===== src/rtl/uart_tx_fifo_if.sv =====
// Producer-side byte handshake plus serial line and status signals of uart_tx_fifo.
interface uart_tx_fifo_if #(
  parameter int DEPTH = 16
);
  localparam int CNT_W = $clog2(DEPTH + 1);

  logic [7:0]       din;
  logic             din_valid;
  logic             din_ready;
  logic             tx_en;
  logic             txd;
  logic             busy;
  logic [CNT_W-1:0] fifo_count;

  modport master (
    output din, din_valid, tx_en,
    input  din_ready, txd, busy, fifo_count
  );

  modport slave (
    input  din, din_valid, tx_en,
    output din_ready, txd, busy, fifo_count
  );
endinterface


===== src/rtl/uart_tx_fifo.sv =====
// Buffered 8N1 UART transmitter: a DEPTH-entry byte FIFO feeding a bit-timed serialiser.
module uart_tx_fifo #(
  parameter int CLK_HZ = 100000000,
  parameter int BAUD   = 115200,
  parameter int DEPTH  = 16
) (
  input logic          clk,
  input logic          rst_n,
  uart_tx_fifo_if.slave bus
);
  localparam int DIV   = CLK_HZ / BAUD;
  localparam int PTR_W = $clog2(DEPTH);
  localparam int CNT_W = $clog2(DEPTH + 1);
  localparam int TMR_W = $clog2(DIV);

  typedef enum logic [1:0] {IDLE, START, DATA, STOP} state_t;

  state_t           state, state_n;
  logic [TMR_W-1:0] timer, timer_n;
  logic [2:0]       bit_idx, bit_idx_n;
  logic [7:0]       shift, shift_n;
  logic             txd_q, txd_n;
  logic             busy_q, busy_n;

  logic [7:0]       mem [DEPTH];
  logic [PTR_W-1:0] wr_ptr, rd_ptr;
  logic [CNT_W-1:0] count;
  logic             din_ready;
  logic             push, pop;
  logic             bit_done, can_start;

  assign din_ready      = (count != CNT_W'(DEPTH));
  assign push           = bus.din_valid && din_ready;
  assign bit_done       = (timer == TMR_W'(DIV - 1));
  assign can_start      = (count != '0) && bus.tx_en;

  assign bus.din_ready  = din_ready;
  assign bus.fifo_count = count;
  assign bus.txd        = txd_q;
  assign bus.busy       = busy_q;

  // FIFO bookkeeping; pointers wrap naturally because DEPTH is a power of two
  always_ff @(posedge clk or negedge rst_n) begin
    if (!rst_n) begin
      wr_ptr <= '0;
      rd_ptr <= '0;
      count  <= '0;
    end else begin
      if (push) wr_ptr <= wr_ptr + PTR_W'(1);
      if (pop)  rd_ptr <= rd_ptr + PTR_W'(1);
      count <= count + CNT_W'(push) - CNT_W'(pop);
    end
  end

  always_ff @(posedge clk) begin
    if (push) mem[wr_ptr] <= bus.din;
  end

  always_ff @(posedge clk or negedge rst_n) begin
    if (!rst_n) begin
      state   <= IDLE;
      timer   <= '0;
      bit_idx <= '0;
      txd_q   <= 1'b1;
      busy_q  <= 1'b0;
    end else begin
      state   <= state_n;
      timer   <= timer_n;
      bit_idx <= bit_idx_n;
      txd_q   <= txd_n;
      busy_q  <= busy_n;
    end
  end

  always_ff @(posedge clk) begin
    shift <= shift_n;
  end

  // txd is registered, so each transition pre-computes the level of the next bit
  always_comb begin
    state_n   = state;
    timer_n   = timer + TMR_W'(1);
    bit_idx_n = bit_idx;
    shift_n   = shift;
    txd_n     = txd_q;
    busy_n    = busy_q;
    pop       = 1'b0;

    case (state)
      IDLE: begin
        timer_n = '0;
        if (can_start) begin
          pop     = 1'b1;
          shift_n = mem[rd_ptr];
          state_n = START;
          txd_n   = 1'b0;
          busy_n  = 1'b1;
        end
      end
      START: begin
        if (bit_done) begin
          timer_n   = '0;
          bit_idx_n = '0;
          state_n   = DATA;
          txd_n     = shift[0];
        end
      end
      DATA: begin
        if (bit_done) begin
          timer_n = '0;
          if (bit_idx == 3'd7) begin
            state_n = STOP;
            txd_n   = 1'b1;
          end else begin
            shift_n   = {1'b0, shift[7:1]};
            txd_n     = shift[1];
            bit_idx_n = bit_idx + 3'd1;
          end
        end
      end
      STOP: begin
        if (bit_done) begin
          timer_n = '0;
          if (can_start) begin
            pop     = 1'b1;
            shift_n = mem[rd_ptr];
            state_n = START;
            txd_n   = 1'b0;
          end else begin
            state_n = IDLE;
            busy_n  = 1'b0;
          end
        end
      end
      default: begin
        state_n = IDLE;
        txd_n   = 1'b1;
        busy_n  = 1'b0;
      end
    endcase
  end
endmodule

===== src/flat_wrapper.sv =====
// flat-port wrapper written by rule: the top's interface ports become plain ports
module uart_tx_fifo_flat 
#(
  parameter int CLK_HZ = 100000000,
  parameter int BAUD   = 115200,
  parameter int DEPTH  = 16
)
  (clk, rst_n, bus_din, bus_din_valid, bus_tx_en, bus_din_ready, bus_txd, bus_busy, bus_fifo_count);
  uart_tx_fifo_if #(.DEPTH(DEPTH)) bus_i ();
  input logic clk;
  input logic rst_n;
  input wire logic [$bits(bus_i.din)-1:0] bus_din;
  input wire logic [$bits(bus_i.din_valid)-1:0] bus_din_valid;
  input wire logic [$bits(bus_i.tx_en)-1:0] bus_tx_en;
  output wire logic [$bits(bus_i.din_ready)-1:0] bus_din_ready;
  output wire logic [$bits(bus_i.txd)-1:0] bus_txd;
  output wire logic [$bits(bus_i.busy)-1:0] bus_busy;
  output wire logic [$bits(bus_i.fifo_count)-1:0] bus_fifo_count;
  assign bus_i.din = bus_din;
  assign bus_i.din_valid = bus_din_valid;
  assign bus_i.tx_en = bus_tx_en;
  assign bus_din_ready = bus_i.din_ready;
  assign bus_txd = bus_i.txd;
  assign bus_busy = bus_i.busy;
  assign bus_fifo_count = bus_i.fifo_count;
  uart_tx_fifo #(.CLK_HZ(CLK_HZ), .BAUD(BAUD), .DEPTH(DEPTH)) u_core (.clk(clk), .rst_n(rst_n), .bus(bus_i));
endmodule

===== config.mk =====
export PLATFORM = sky130hd
export DESIGN_NAME = uart_tx_fifo_flat
export DESIGN_NICKNAME = d
export VERILOG_FILES = /design/src/rtl/uart_tx_fifo_if.sv /design/src/rtl/uart_tx_fifo.sv /design/src/flat_wrapper.sv
export SDC_FILE = /design/constraint.sdc
export NUM_CORES = 1
export LEC_CHECK = 0
export BUFFER_PORTS_ARGS = -buffer_cell sky130_fd_sc_hd__buf_4
export CAP_MARGIN = 15
export CORE_MARGIN = 10
export CORE_UTILIZATION = 53
export DETAILED_ROUTE_END_ITERATION = 8
export PLACE_DENSITY = 0.81
export REMOVE_ABC_BUFFERS = 1
export SYNTH_ARGS = -nofsm -noshare
export SYNTH_HDL_FRONTEND = slang
export SYNTH_SLANG_ARGS = --single-unit

===== constraint.sdc =====
create_clock -name clk -period 3.8 [get_ports clk]
set_clock_uncertainty 0.1 [all_clocks]
set_input_delay 0.19 -clock clk [delete_from_list [all_inputs] [get_ports clk]]
set_output_delay 0.19 -clock clk [all_outputs]
set_load 0.01 [all_outputs]

Yosys cells after proc, flatten, opt, wreduce, memory -nomap -nowiden

Memories as Yosys holds them, arrays and structs flattened.
Cells that the tools add are included.

Register bits: 38
Latch bits: 0
RAM bits: 128
Bits in read-only memories: 0
Input port bits: 12
Memories kept: 1

$add $sub $neg: 6
Multipliers: 0
Div/mod/pow operators: 0
$lt $le $gt $ge: 0
Equal/unequal tests: 13
Shift operators: 0
Multiplexer cells: 33
Bitwise operators: 0
Reductions and logical operators: 13

Memory list:

| name       | words | bits a word | rd ports | clocked after Yosys merged registers in | wr ports | RTL line           | RTL |
|---|---|---|---|---|---|---|---|
| u_core.mem | 16    | 8           | 1        | 0                                       | 1        | uart_tx_fifo.sv:25 | `logic [7:0] mem [DEPTH];` |

Operators with widths:

| kind                                                  | number |
|---|---|
| two-way mux 8 bit                                     | 4 |
| one-hot mux 8 bit (3 select lines)                    | 1 |
| one-hot mux 10 bit (2 select lines)                   | 1 |
| two-way mux 1 bit                                     | 13 |
| AND reduction 4 bit                                   | 3 |
| adder 10 x 1 -> 10 bit, second input constant         | 1 |
| == test 10 bit, second input constant                 | 1 |
| two-way mux 10 bit                                    | 1 |
| two-way mux 2 bit                                     | 5 |
| inequality test 2 x 1 -> 1 bit, second input constant | 5 |
| two-way mux 3 bit                                     | 3 |
| adder 4 x 1 -> 4 bit, second input constant           | 2 |
| one-hot mux 2 bit (4 select lines)                    | 1 |
| one-hot mux 3 bit (2 select lines)                    | 1 |
| adder 5 x 1 -> 5 bit                                  | 1 |
| inequality test 5 bit, second input constant          | 1 |
| AND reduction 5 bit                                   | 1 |
| nonzero test 5 bit                                    | 1 |
| subtractor 5 x 1 -> 5 bit                             | 1 |
| == test 2 bit, second input constant                  | 2 |
| inequality test 2 bit, second input constant          | 2 |
| one-hot mux 1 bit (2 select lines)                    | 2 |
| one-hot mux 1 bit (4 select lines)                    | 1 |
| nonzero test 2 bit                                    | 2 |
| other kinds (8)                                       | 9 |

Depth between registers and ports, before layout

Depth after elaboration: 6
Gate-level depth with buffers: 13
Mapped depth without buffers: 13

Worst setup path after synthesis

No wires, ideal clock.

Path type: register to register
Start: reg u_core.count[3] (netlist: u_core.bus.fifo_count[3])
End: reg u_core.count[4] (netlist: u_core.bus.fifo_count[4])
Library setup time: 0.123 ns
Arrival: 2.586 ns
Setup slack: 0.991 ns
Stages on the path, launching flop included: 14
Path buffers: 0
Period minus slack after synthesis: 2.809 ns
Cells stage by stage: dfrtp_1 inv_1 ha_1 or4b_1 nand2_2 nor3_2 ha_1 inv_1 ha_1 fa_1 a21oi_1 nor2_1 nor2_1 xnor2_1

Longest elaborated chain between the ends: 6
Elaborated cells on any way between the ends: 9
Those cells by class: 2 x add/sub; 1 x eq/ne; 3 x mux; 3 x reduce/logical

RTL lines:

| element                                | RTL line                                | RTL |
|---|---|---|
| from (decl)                            | uart_tx_fifo.sv:27                      | `logic [CNT_W-1:0] count;` |
| from (signal assigned)                 | uart_tx_fifo.sv:51                      | `count <= count + CNT_W'(push) - CNT_W'(pop);` |
| nonzero test 5 bit (*)                 | uart_tx_fifo.sv:35                      | `assign can_start = (count != '0) && bus.tx_en;` |
| logical AND 1 bit (*)                  | uart_tx_fifo.sv:35                      |  |
| two-way mux 1 bit (*)                  | uart_tx_fifo.sv:92, uart_tx_fifo.sv:124 |  |
| two-way mux 1 bit                      | uart_tx_fifo.sv:122                     | `if (bit_done) begin` |
| one-hot mux 1 bit (2 select lines) (*) | uart_tx_fifo.sv:89                      | `case (state)` |
| via u_core.pop                         | uart_tx_fifo.sv:29                      | `logic push, pop;` |
| subtractor 5 x 1 -> 5 bit (*)          | uart_tx_fifo.sv:51                      |  |

Mark *: on every way through the listed nets, which the timed path passes. The rest lies on a longest branch.
A chain may end at the register's enable or synchronous reset.

Final worst setup path

Start: reg u_core.count[2] (netlist: u_core.bus.fifo_count[2])
End: reg u_core.count[4] (netlist: u_core.bus.fifo_count[4])

Same word-level chain as after synthesis.

==> flow_metrics.py <==
metrics = {
    "status": {
        "status": "complete, no violations",
    },
    "grt": {
        "grt_max_degree": 31,
        "grt_pass1_wl_mm": 21.1,
        "grt_use_total_pct": 15.1,
        "grt_pass1_vias": 3802,
        "antenna_found_initial": 0,
        "globalRouteOverflowTotal": 0,
    },
    "drt": {
        "postRouteAntennaNets": 0,
        "first_pass_iters": 4,
        "drt_wl_total_mm": 13.1,
        "wl_per_cell_um": 20.7,
        "drtIter0Drc": 276,
        "route.detailed.drc": 0,
        "viasPerCell": 5.77,
        "vias": 3636,
    },
    "power": {
        "peakVddDrop_uv": 332,
        "p_per_area_nw_per_um2": 722,
        "pwr-share-seq_pct": 44.5,
        "combPwrFrac_pct": 25.9,
        "p_sw_share_pct": 30.7,
        "switchingPower_w": 0.00179,
        "clkPwrFrac_pct": 29.5,
        "internal_power_w": 0.00404,
        "p_leak_nw": 2.92,
    },
    "final_layout": {
        "diodes": 0,
        "final_cell_area_um2": 8090,
        "final_core_util_pct": 61.3,
        "areaGrowthSynthToFinish_pct": 13.9,
        "fillCellCount": 889,
        "final_cell_mix": "edfxtp_1 (136), mux4_2 (29), dfrtp_1 (28), buf_4 (26), mux2i_1 (21)",
        "drive_gt1_share_pct": 20.9,
        "nets": 474,
        "instances_no_fill": 630,
        "mostFrequentLayoutCell": "edfxtp_1",
    },
    "logic_synthesis": {
        "synthAdderAreaFrac_pct": 3.81,
        "ys.flop_type": "edfxtp_1",
        "yosysSeqAreaShare_pct": 68.1,
        "synth-xor-area-share_pct": 2.22,
        "syn_area_per_cell_um2": 17.4,
        "synth-simple-area-share_pct": 5.87,
        "ys_seq_elements": 166,
        "synth_async_sr_flop_share_pct": 18.1,
        "synth_compound_area_share_pct": 3.61,
        "yosysWarningCount": 0,
        "synth_edf_count": 136,
        "synth_area_um2": 7100,
        "ys_types": 52,
        "synth.area.mux_share_pct": 14.0,
        "synth_top_family_by_area": "multiplexers",
        "synthTopCellsByArea": "edfxtp_1 (58%), dfrtp_1 (10%), mux4_2 (9.2%), ha_1 (3.5%), mux2i_1 (3.0%)",
        "synth_top_area_share_pct": 57.5,
        "postSynthCellCount": 407,
        "yosysTopAreaCell": "edfxtp_1",
    },
    "setup_path": {
        "rrSetupSlack_ns": 0.78,
        "path_common_cell": "ha_1",
        "worst_path_max_delay_cell": "or4b_1",
        "critPathMaxFanout": 9,
        "critical_path.startpoint_type": "register",
        "worstPathCellList": "inv_1, ha_1, or4b_1, nand2_2, nor3_2, ha_1, inv_1, ha_1, fa_1, a21oi_1, nor2_1, nor2_1, xnor2_1",
        "worstPathBufferInverterCount": 2,
        "crit_arrival_ns": 3.27,
        "path_class": "register to register",
        "endpoint_kind": "register",
        "path_delay_family": "adder cells",
        "worstPathRequired_ns": 4.04,
        "worst_path_largest_cell_delay_ns": 0.50,
    },
    "clock_network": {
        "clk_pin_slew_worst_paths_ns": 0.06,
        "h-tree-depth": 4,
        "cts_tree": "yes",
        "postCtsHoldBufs": 9,
        "post_cts_resized": 0,
        "root_buffer": "clkbuf_16",
        "clk-insertion-delay-late_ns": 0.43,
        "post-cts-setup-buffer-count": 0,
        "cts_num_sinks": 166,
        "cts_buffers": 17,
        "cts_buffer_depth": 2,
    },
    "sta": {
        "slew_violations": 0,
        "final.setup.tns_ns": 0,
        "fin_crit_ns": 3.02,
        "fmax_ghz": 0.331,
        "fin_crit_sh_pct": 79.5,
        "relSlewSlack_pct": 29.5,
        "rsz0062_at_grt": "no",
        "finalSetupViolations": 0,
        "final-hold-violation-count": 0,
        "timing.hold.ws_ns": 0.0588,
        "tightest_slew_ns": 1.06,
    },
    "floorplan": {
        "dieWidth_um": 136,
        "start_util_pct": 53.8,
        "pin_count": 20,
        "core_area_um2": 13200,
        "die_h_um": 136,
        "num_rows": 42,
        "dieArea_um2": 18400,
    },
    "run": {
        "maxCapViolations": 0,
    },
    "placement": {
        "placed_cells": 589,
        "io_buffers": 19,
        "dp_hpwl_mm": 8.41,
        "place_congestion": 0.772,
        "post_dp_cell_area_um2": 7400,
    },
    "min_path": {
        "hold_path_class": "input port to register",
    },
}
==> worst reg2reg max path: cells and delay by family, from the launching register on <==
family / cells / cell delay [ns]
AOI/OAI and AO/OA: 1 / 0.14
xor gates and xnor gates: 1 / 0.12
adders and majority gates: 4 / 1.07
buffers and inverters: 2 / 0.15
DFF: 1 / 0.41
and+or+nand+nor: 5 / 0.96
==> state kept, by name, indices dropped and copies added, names as in the netlist <==
name	cells
u_core.bus.fifo_count	5
u_core.timer	10
u_core.state	2
u_core.bus.busy	1
u_core.wr_ptr	4
u_core.bit_idx	3
u_core.mem	128
u_core.rd_ptr	4
u_core.bus.txd	1
u_core.shift	8
==> routing by layer <==
metal	share of wire, %	up-vias	wire length [um]	GRT usage [%]
met3	5.4	13	710	3.97
met5	0	-	0	0
li1	-	1656	-	-
met4	1.2	0	162	5.74
met1	42	1856	5530	19.3
met2	51	111	6660	24.2
==> path summary, 6_finish.rpt <==
| check | from | end | depth (start not counted) |
|---|---|---|---|
| max | u_core.bus.fifo_count[2]$_DFF_PN0_ | u_core.bus.fifo_count[4]$_DFF_PN0_ | 13 |
| min | bus_tx_en | u_core.bus.txd$_DFFE_PN1P_ | 4 |
| max reg2reg | u_core.bus.fifo_count[2]$_DFF_PN0_ | u_core.bus.fifo_count[4]$_DFF_PN0_ | 13 |
| min reg2reg | u_core.timer[0]$_DFF_PN0_ | u_core.timer[0]$_DFF_PN0_ | 1 |
| max in group asynchronous | rst_n | u_core.bus.txd$_DFFE_PN1P_ | 2 |
| min in group asynchronous | rst_n | u_core.wr_ptr[0]$_DFFE_PN0P_ | 2 |
==> cell type report <==
cell class | count | area, um2 | area share, %
multi-input cells | 205 | 2090 | 25.9
clock inverters | 13 | 158 | 1.95
flip-flops and latches | 166 | 4840 | 59.8
inverters | 16 | 60.1 | 0.743
clock buffers | 19 | 433 | 5.35
repair buffers | 35 | 285 | 3.53
well taps | 176 | 220 | 2.72
==> cell usage after synthesis, types with 3 or more instances <==
| cell type | count |
|---|---|
| ha_1 | 20 |
| nand3_1 | 7 |
| clkbuf_1 | 9 |
| nand4_1 | 4 |
| mux4_2 | 29 |
| inv_1 | 15 |
| and2_1 | 10 |
| nand2_1 | 12 |
| nor2_1 | 19 |
| dfrtp_1 | 29 |
| a22o_1 | 10 |
| edfxtp_1 | 136 |
| nor4_1 | 5 |
| o21ai_0 | 7 |
| buf_6 | 3 |
| a21oi_1 | 7 |
| mux2i_1 | 21 |
| xnor2_1 | 7 |
| mux4_1 | 4 |
| xor2_1 | 11 |
| buf_2 | 6 |
==> power by group through the flow <==
stage	logic (W)	registers, W	clock network, W
3_5_place_dp	0.00150	0.00264	0
3_3_place_gp	0.00145	0.00262	0
4_1_cts	0.00153	0.00260	0.00175
2_1_floorplan	0.00108	0.00259	0
6_report	0.00151	0.00260	0.00172
5_1_grt	0.00167	0.00264	0.00181
==> logic make-up (layout without fill, tap and decap cells) <==
family | after synthesis | after routing
DFF | 166 | 166
and+or+nand+nor | 74 | 74
muxes | 56 | 56
AOI/OAI and AO/OA | 36 | 36
buffers and inverters | 36 | 83
adders and majority gates | 21 | 21
xor gates and xnor gates | 18 | 18
==> through the flow <==
step | power (W) | setup slack, ns
6_report | 0.00584 | 0.779
4_1_cts | 0.00589 | 0.766
5_1_grt | 0.00612 | 0.613
3_5_place_dp | 0.00414 | 0.829
2_1_floorplan | 0.00366 | 0.787
3_3_place_gp | 0.00407 | 0.913
No activity file was read; power rests on OpenSTA's default activity.
